### config.mk
export PLATFORM = sky130hd
export DESIGN_NAME = universal_shift_reg
export DESIGN_NICKNAME = d
export VERILOG_FILES = /design/src/rtl/usr_pkg.sv /design/src/rtl/usr_stage.sv /design/src/rtl/universal_shift_reg.sv
export SDC_FILE = /design/constraint.sdc
export NUM_CORES = 1
export LEC_CHECK = 0
export ABC_CLOCK_PERIOD_IN_PS = 1550
export CELL_PAD_IN_SITES_DETAIL_PLACEMENT = 0
export CELL_PAD_IN_SITES_GLOBAL_PLACEMENT = 2
export CORE_MARGIN = 3
export CORE_UTILIZATION = 20
export DETAILED_ROUTE_END_ITERATION = 8
export PLACE_DENSITY = 0.81
export SLEW_MARGIN = 20
export SYNTH_ARGS = -nofsm -noshare
export SYNTH_HDL_FRONTEND = slang
export SYNTH_SLANG_ARGS = --single-unit
### constraint.sdc
create_clock -name clk -period 1.55 [get_ports clk]
set_input_delay 0.31 -clock clk [delete_from_list [all_inputs] [get_ports clk]]
set_output_delay 0.31 -clock clk [all_outputs]
set_load 0.02 [all_outputs]
### src/rtl/usr_pkg.sv
// Shared definitions for the universal shift register: the mode encoding
// used by the top level and by every stage.
package usr_pkg;

  typedef logic [1:0] mode_t;

  localparam mode_t MODE_HOLD = 2'b00;
  localparam mode_t MODE_SHR  = 2'b01;
  localparam mode_t MODE_SHL  = 2'b10;
  localparam mode_t MODE_LOAD = 2'b11;

endpackage

### src/rtl/usr_stage.sv
// One lane-word stage of the universal shift register: a WIDTH-bit register
// whose next value is chosen from itself, either neighbour or a load slice.
module usr_stage
  import usr_pkg::*;
#(
  parameter int WIDTH = 1
) (
  input  logic             clk,
  input  logic             rst,
  input  logic             i_en,
  input  mode_t            i_mode,
  input  logic [WIDTH-1:0] i_left,
  input  logic [WIDTH-1:0] i_right,
  input  logic [WIDTH-1:0] i_load,
  output logic [WIDTH-1:0] o_q
);

  logic [WIDTH-1:0] r_q;
  logic [WIDTH-1:0] w_next;

  // i_left feeds a right shift, i_right feeds a left shift.
  always_comb begin
    w_next = r_q;
    unique case (i_mode)
      MODE_HOLD: w_next = r_q;
      MODE_SHR:  w_next = i_left;
      MODE_SHL:  w_next = i_right;
      MODE_LOAD: w_next = i_load;
      default:   w_next = r_q;
    endcase
  end

  always_ff @(posedge clk) begin
    if (rst) begin
      r_q <= '0;
    end else if (i_en) begin
      r_q <= w_next;
    end
  end

  assign o_q = r_q;

endmodule

### src/rtl/universal_shift_reg.sv
// DEPTH-stage, WIDTH-bit universal shift register (hold / shift right /
// shift left / parallel load) with a saturating fill counter and full flag.
module universal_shift_reg
  import usr_pkg::*;
#(
  parameter int WIDTH = 1,
  parameter int DEPTH = 4,
  parameter int CNT_W = $clog2(DEPTH+1)
) (
  input  logic                   clk,
  input  logic                   rst,
  input  logic                   en,
  input  mode_t                  mode,
  input  logic [WIDTH-1:0]       si_left,
  input  logic [WIDTH-1:0]       si_right,
  input  logic [WIDTH*DEPTH-1:0] pin,
  output logic [WIDTH*DEPTH-1:0] pout,
  output logic [WIDTH-1:0]       so_right,
  output logic [WIDTH-1:0]       so_left,
  output logic [CNT_W-1:0]       count,
  output logic                   full
);

  localparam logic [CNT_W-1:0] FULL_CNT = CNT_W'(DEPTH);

  logic [WIDTH-1:0] w_stage [DEPTH];
  logic [CNT_W-1:0] r_count;

  generate
    for (genvar gi = 0; gi < DEPTH; gi++) begin : g_stage
      logic [WIDTH-1:0] w_left;
      logic [WIDTH-1:0] w_right;

      // The chain ends take the serial inputs instead of a neighbour.
      if (gi == DEPTH-1) begin : g_top
        assign w_left = si_left;
      end else begin : g_mid_l
        assign w_left = w_stage[gi+1];
      end
      if (gi == 0) begin : g_bot
        assign w_right = si_right;
      end else begin : g_mid_r
        assign w_right = w_stage[gi-1];
      end

      usr_stage #(.WIDTH(WIDTH)) u_stage (
        .clk     (clk),
        .rst     (rst),
        .i_en    (en),
        .i_mode  (mode),
        .i_left  (w_left),
        .i_right (w_right),
        .i_load  (pin[gi*WIDTH +: WIDTH]),
        .o_q     (w_stage[gi])
      );

      assign pout[gi*WIDTH +: WIDTH] = w_stage[gi];
    end
  endgenerate

  always_ff @(posedge clk) begin
    if (rst) begin
      r_count <= '0;
    end else if (en) begin
      unique case (mode)
        MODE_SHR, MODE_SHL: begin
          if (r_count != FULL_CNT) begin
            r_count <= r_count + CNT_W'(1);
          end
        end
        MODE_LOAD: r_count <= FULL_CNT;
        default:   r_count <= r_count;
      endcase
    end
  end

  assign so_right = w_stage[0];
  assign so_left  = w_stage[DEPTH-1];
  assign count    = r_count;
  assign full     = (r_count == FULL_CNT);

endmodule
Word level (Yosys, flattened, before mapping)
Index checks and enable logic that the tools add are counted.
Widths: inputs -> output; s select.
Operators by class
  equality and inequality tests: 6
  muxes and demuxes: 6
  reductions and logical operators: 5
  bitwise operators: 1
  add/sub/neg operators: 1
Operators by type and width (count)
  $pmux 1 s3: 4
  $pmux 3 s2: 1
  $eq 2x2->1 const B: 2
  $add 3x1->3 const B: 1
  $eq 3x3->1 const B: 1
  $mux 3: 1
  $ne 3x3->1 const B: 1
  $reduce_and 3->1: 1
  $eq 2x1->1 const B: 1
  $logic_not 2->1: 1
  $ne 2x2->1 const B: 1
  $reduce_and 2->1: 1
  $reduce_bool 2->1: 1
  $reduce_or 2->1: 1
  $not 1->1: 1
Storage, ports and cells
  flip-flop bits (word level): 7
  output and inout bits: 10
  word-level logic and storage cells: 24
  input bits: 11

Longest topological paths before layout
  depth after elaboration: 4
  gate-level depth with buffers: 6

Hierarchy
From an unflattened synthesis, not the netlist that was laid out.
Second synthesis, totals
  cell total of the unflattened synthesis: 56
  area, all modules: 515.5 µm²
By module, submodules not included
  usr_stage: sequential area each 20.0 µm², instances 4, area each 70.1 µm², cells an instance 7
  universal_shift_reg: sequential area each 60.1 µm², instances 1, area each 235.2 µm², cells an instance 28

Worst setup path after synthesis
No wires, ideal clock.
  path kind: flip-flop to flip-flop
  start: reg r_count[0], in the netlist count[0]
  end: reg r_count[1], in the netlist count[1]
  required time: 1.480 ns
  arrival: 1.478 ns
  buffers on the path: 0
  slack: 0.002 ns
  cell stages (with the launch flop): 6
  cells stage by stage: dfxtp_1 -> inv_1 -> ha_1 -> and3_4 -> or4b_1 -> a21oi_1
On the way
  cells in the longest elaborated chain, start to end: 3
Ends and longest elaborated chain
  start: declaration: line universal_shift_reg.sv:27  | logic [CNT_W-1:0] r_count;
  start signal: assignment: line universal_shift_reg.sv:68  | r_count <= r_count + CNT_W'(1);
  start signal: assignment: line universal_shift_reg.sv:72  | default: r_count <= r_count;
  $add 3x1->3 / $ne 3x3->1 (equally long branches): line universal_shift_reg.sv:68, universal_shift_reg.sv:67
  $mux 3 / $ne 2x2->1 (equally long branches)
  $pmux 3 s2 / $reduce_and 3->1 (equally long branches)
Several ways; a longest one is shown, not always the timed one. The select of a mux whose other input is x is not followed.
A chain may end at the register's enable or synchronous reset.

Worst setup path after layout
  start: reg g_stage[3].u_stage.r_q
  end: out pout[3]
RTL lines
  start: declaration: line usr_stage.sv:18  | logic [WIDTH-1:0] r_q;
  start signal: assignment: line usr_stage.sv:37  | r_q <= w_next;
  end: declaration: line universal_shift_reg.sv:17  | output logic [WIDTH*DEPTH-1:0] pout,
No word-level cell between the ends.

==> impl_metrics.ini <==
[cts]
h-tree-depth = 1
cts_tree = done
cts_made_buffers = 3
clkSinkCount = 7
cts_root_buf = clkbuf_4
ctsHoldBuffers = 0
clk_pin_slew_ns = 0.06
worst_skew_pair.late_latency_ns = 0.25
clk_path_buf_depth = 2

[placed_design]
pre_cts_slack_ns = -0.4902
gp_congestion = 0.7723
io_buffers = 20
place_inst = 109
dpl_cell_area_um2 = 772.0
place_hpwl_um = 1051

[worst_setup_path]
r2r-end = count[1]
timing.rr.start = count[1]
worstPathRequired_ns = 1.24
crit_family = buffers and inverters
cp.arrival_ns = 1.22
startpoint = g_stage[3].u_stage.o_q
crit_chain = clkdlybuf4s50_1
cp-end-kind = output pin
path_class = reg -> out
critPathBufInv = 1
cp-start-kind = flip-flop
reg2reg_depth = 5
r2r_slack_ns = 0.12
cp_max_fo = 4
cp_slowest_stage_delay_ns = 0.61
slowest_stage = clkdlybuf4s50_1

[final_layout]
finalNonFillerCells = 113
drive_gt1_frac = 0.3765
fin_util = 0.3751
num_antenna_cells = 0
fill_cells = 255
fin_area_um2 = 845.8
syn_to_final_growth_pct = 74.23
layout.nets = 103

[synth]
synthTopCellsByCount = dfxtp_1 (7), ha_1 (6), inv_1 (5)
synthCells = 55
yosysWarnings = 0
synth.distinct_cells = 23
yosys-top-cells-area = dfxtp_1 (29%), ha_1 (15%), a221oi_1 (7.2%)
ys.flop_type = dfxtp_1
synth_nets = 72
yosysMostFrequentCell = dfxtp_1
netlist_area_um2 = 485.5
yosysSeqAreaShare = 0.2887
postSynthAreaPerCell_um2 = 8.827
synthArstFlopShare = 0
synth_top_area_share = 0.2887
synth_top_area_cell = dfxtp_1
synth-edff-count = 0
ys_ff_latch = 7

[min_path]
holdPathEnd = g_stage[3].u_stage.o_q
hold_path.class = reg -> reg
hold_depth = 2
min_from = g_stage[3].u_stage.o_q

[drt]
post_drt_wl_per_cell_um = 11.59
post_drt_via_cell_ratio = 4.593
vias = 519
drc = 0
antenna_left = 0
wirelength_um = 1310
dr.pass1.iters = 4
drtIter0Drc = 2

[grt]
grt_max_degree = 9
antenna_found_initial = 0
grt_pass1_wl_um = 2304
grt_usage = 0.09130
grt_pass1_vias = 531
grt-ovfl-total = 0

[timing]
min_period_ns = 1.527
worst_slack_ns = 0.02316
holdWs_ns = 0.5214
finalHoldViolCount = 0
finClkSkew_ns = 0.003283
finalSetupViolations = 0
period_share = 0.9851
tightest_slew_ns = 0.3432
slew_headroom = 0.7706
setup_tns_ns = 0
timing.final.max_slew_violations = 0
clock.fmax_ghz = 0.6549

[die]
rows = 17
ioPinCount = 21
die_w_um = 55.27
design.core.area_um2 = 2255
die_y_um = 55.27
dieArea_um2 = 3054
start_util = 0.2153

[power]
p_per_area_nw_per_um2 = 657.2
finalPower_mw = 0.5559
ir_drop_uv = 321.5
p_leak_nw = 0.3683

[outcome]
status = finished, final reports clean

[flow_run]
maxCapViolations = 0
power by group:
group / switching, mW / internal [mW] / leakage (nW)
Sequential: 0.0102 / 0.193 / 0.0584
Combinational: 0.0828 / 0.0963 / 0.295
Clock: 0.0751 / 0.0988 / 0.0150
Total: 0.168 / 0.388 / 0.368
worst reg2reg max path, stage by stage, from the launching register on:
cell and delay, ns:
dfxtp_2 0.33, inv_2 0.04, ha_4 0.15, and3_4 0.17
or4b_4 0.53, a21oi_2 0.14
placed cells by master, fill, tap and decap left out, drive strengths merged:
| cell | n |
|---|---|
| nor3 | 1 |
| o21a | 1 |
| clkbuf | 4 |
| and3 | 1 |
| dlymetal6s2s | 1 |
| or4 | 1 |
| a221oi | 4 |
| buf | 12 |
| a21oi | 2 |
| nor2b | 1 |
| or4b | 1 |
| nor4 | 1 |
| dlygate4sd2 | 8 |
| ha | 6 |
| a2111oi | 1 |
| and2 | 1 |
| a211oi | 4 |
| dfxtp | 7 |
| inv | 5 |
| nand2 | 1 |
| o21ai | 3 |
| nor2 | 4 |
| nor3b | 4 |
| clkdlybuf4s15 | 1 |
| clkdlybuf4s50 | 10 |
registers in the layout (all words and copies together), names as in the netlist:
signal               cells
count                    3
g_stage.u_stage.o_q      4
cell families (layout without fill, tap and decap cells):
logic type / count (synthesis) / count (layout) / synth area share
compound gates: 15 / 15 / 0.2294
fa+ha+maj: 6 / 6 / 0.1546
buf+inv: 11 / 41 / 0.1185
flops: 7 / 7 / 0.2887
simple gates: 16 / 16 / 0.2088
layout make-up:
type	count	area (µm²)	area share
multi-input cells	37	339.1	0.4009
flip-flops and latches	7	142.6	0.1686
clock buffers	4	26.28	0.03107
well taps	28	35.03	0.04142
inverters	5	18.77	0.02219
repair buffers	32	284.0	0.3358
worst max-delay path by stage:
stage | end | slack, ns | cells after the start
4_1_cts | full | 0.0005 | 4
6_report | pout[3] | 0.02 | 1
5_1_grt | so_left | -0.0003 | 1
3_3_place_gp | count[2] | -0.49 | 7
2_1_floorplan | count[1] | 0.002 | 5
3_5_place_dp | count[1] | -0.49 | 6
repair_timing:
action,CTS,global route
endpoints found under the setup margin,14,7
gates resized for setup,17,10
setup buffers,0,1
pin swaps,2,4
metal layers:
| metal | global-route usage | share of wire | vias to the layer above |
|---|---|---|---|
| li1 | - | - | 260 |
| met5 | 0 | 0 | - |
| met1 | 0.1176 | 0.47 | 247 |
| met3 | 0.01636 | 0.034 | 0 |
| met4 | 0.03125 | 0 | 0 |
| met2 | 0.1520 | 0.50 | 12 |
(Power assumes the default switching activity.)
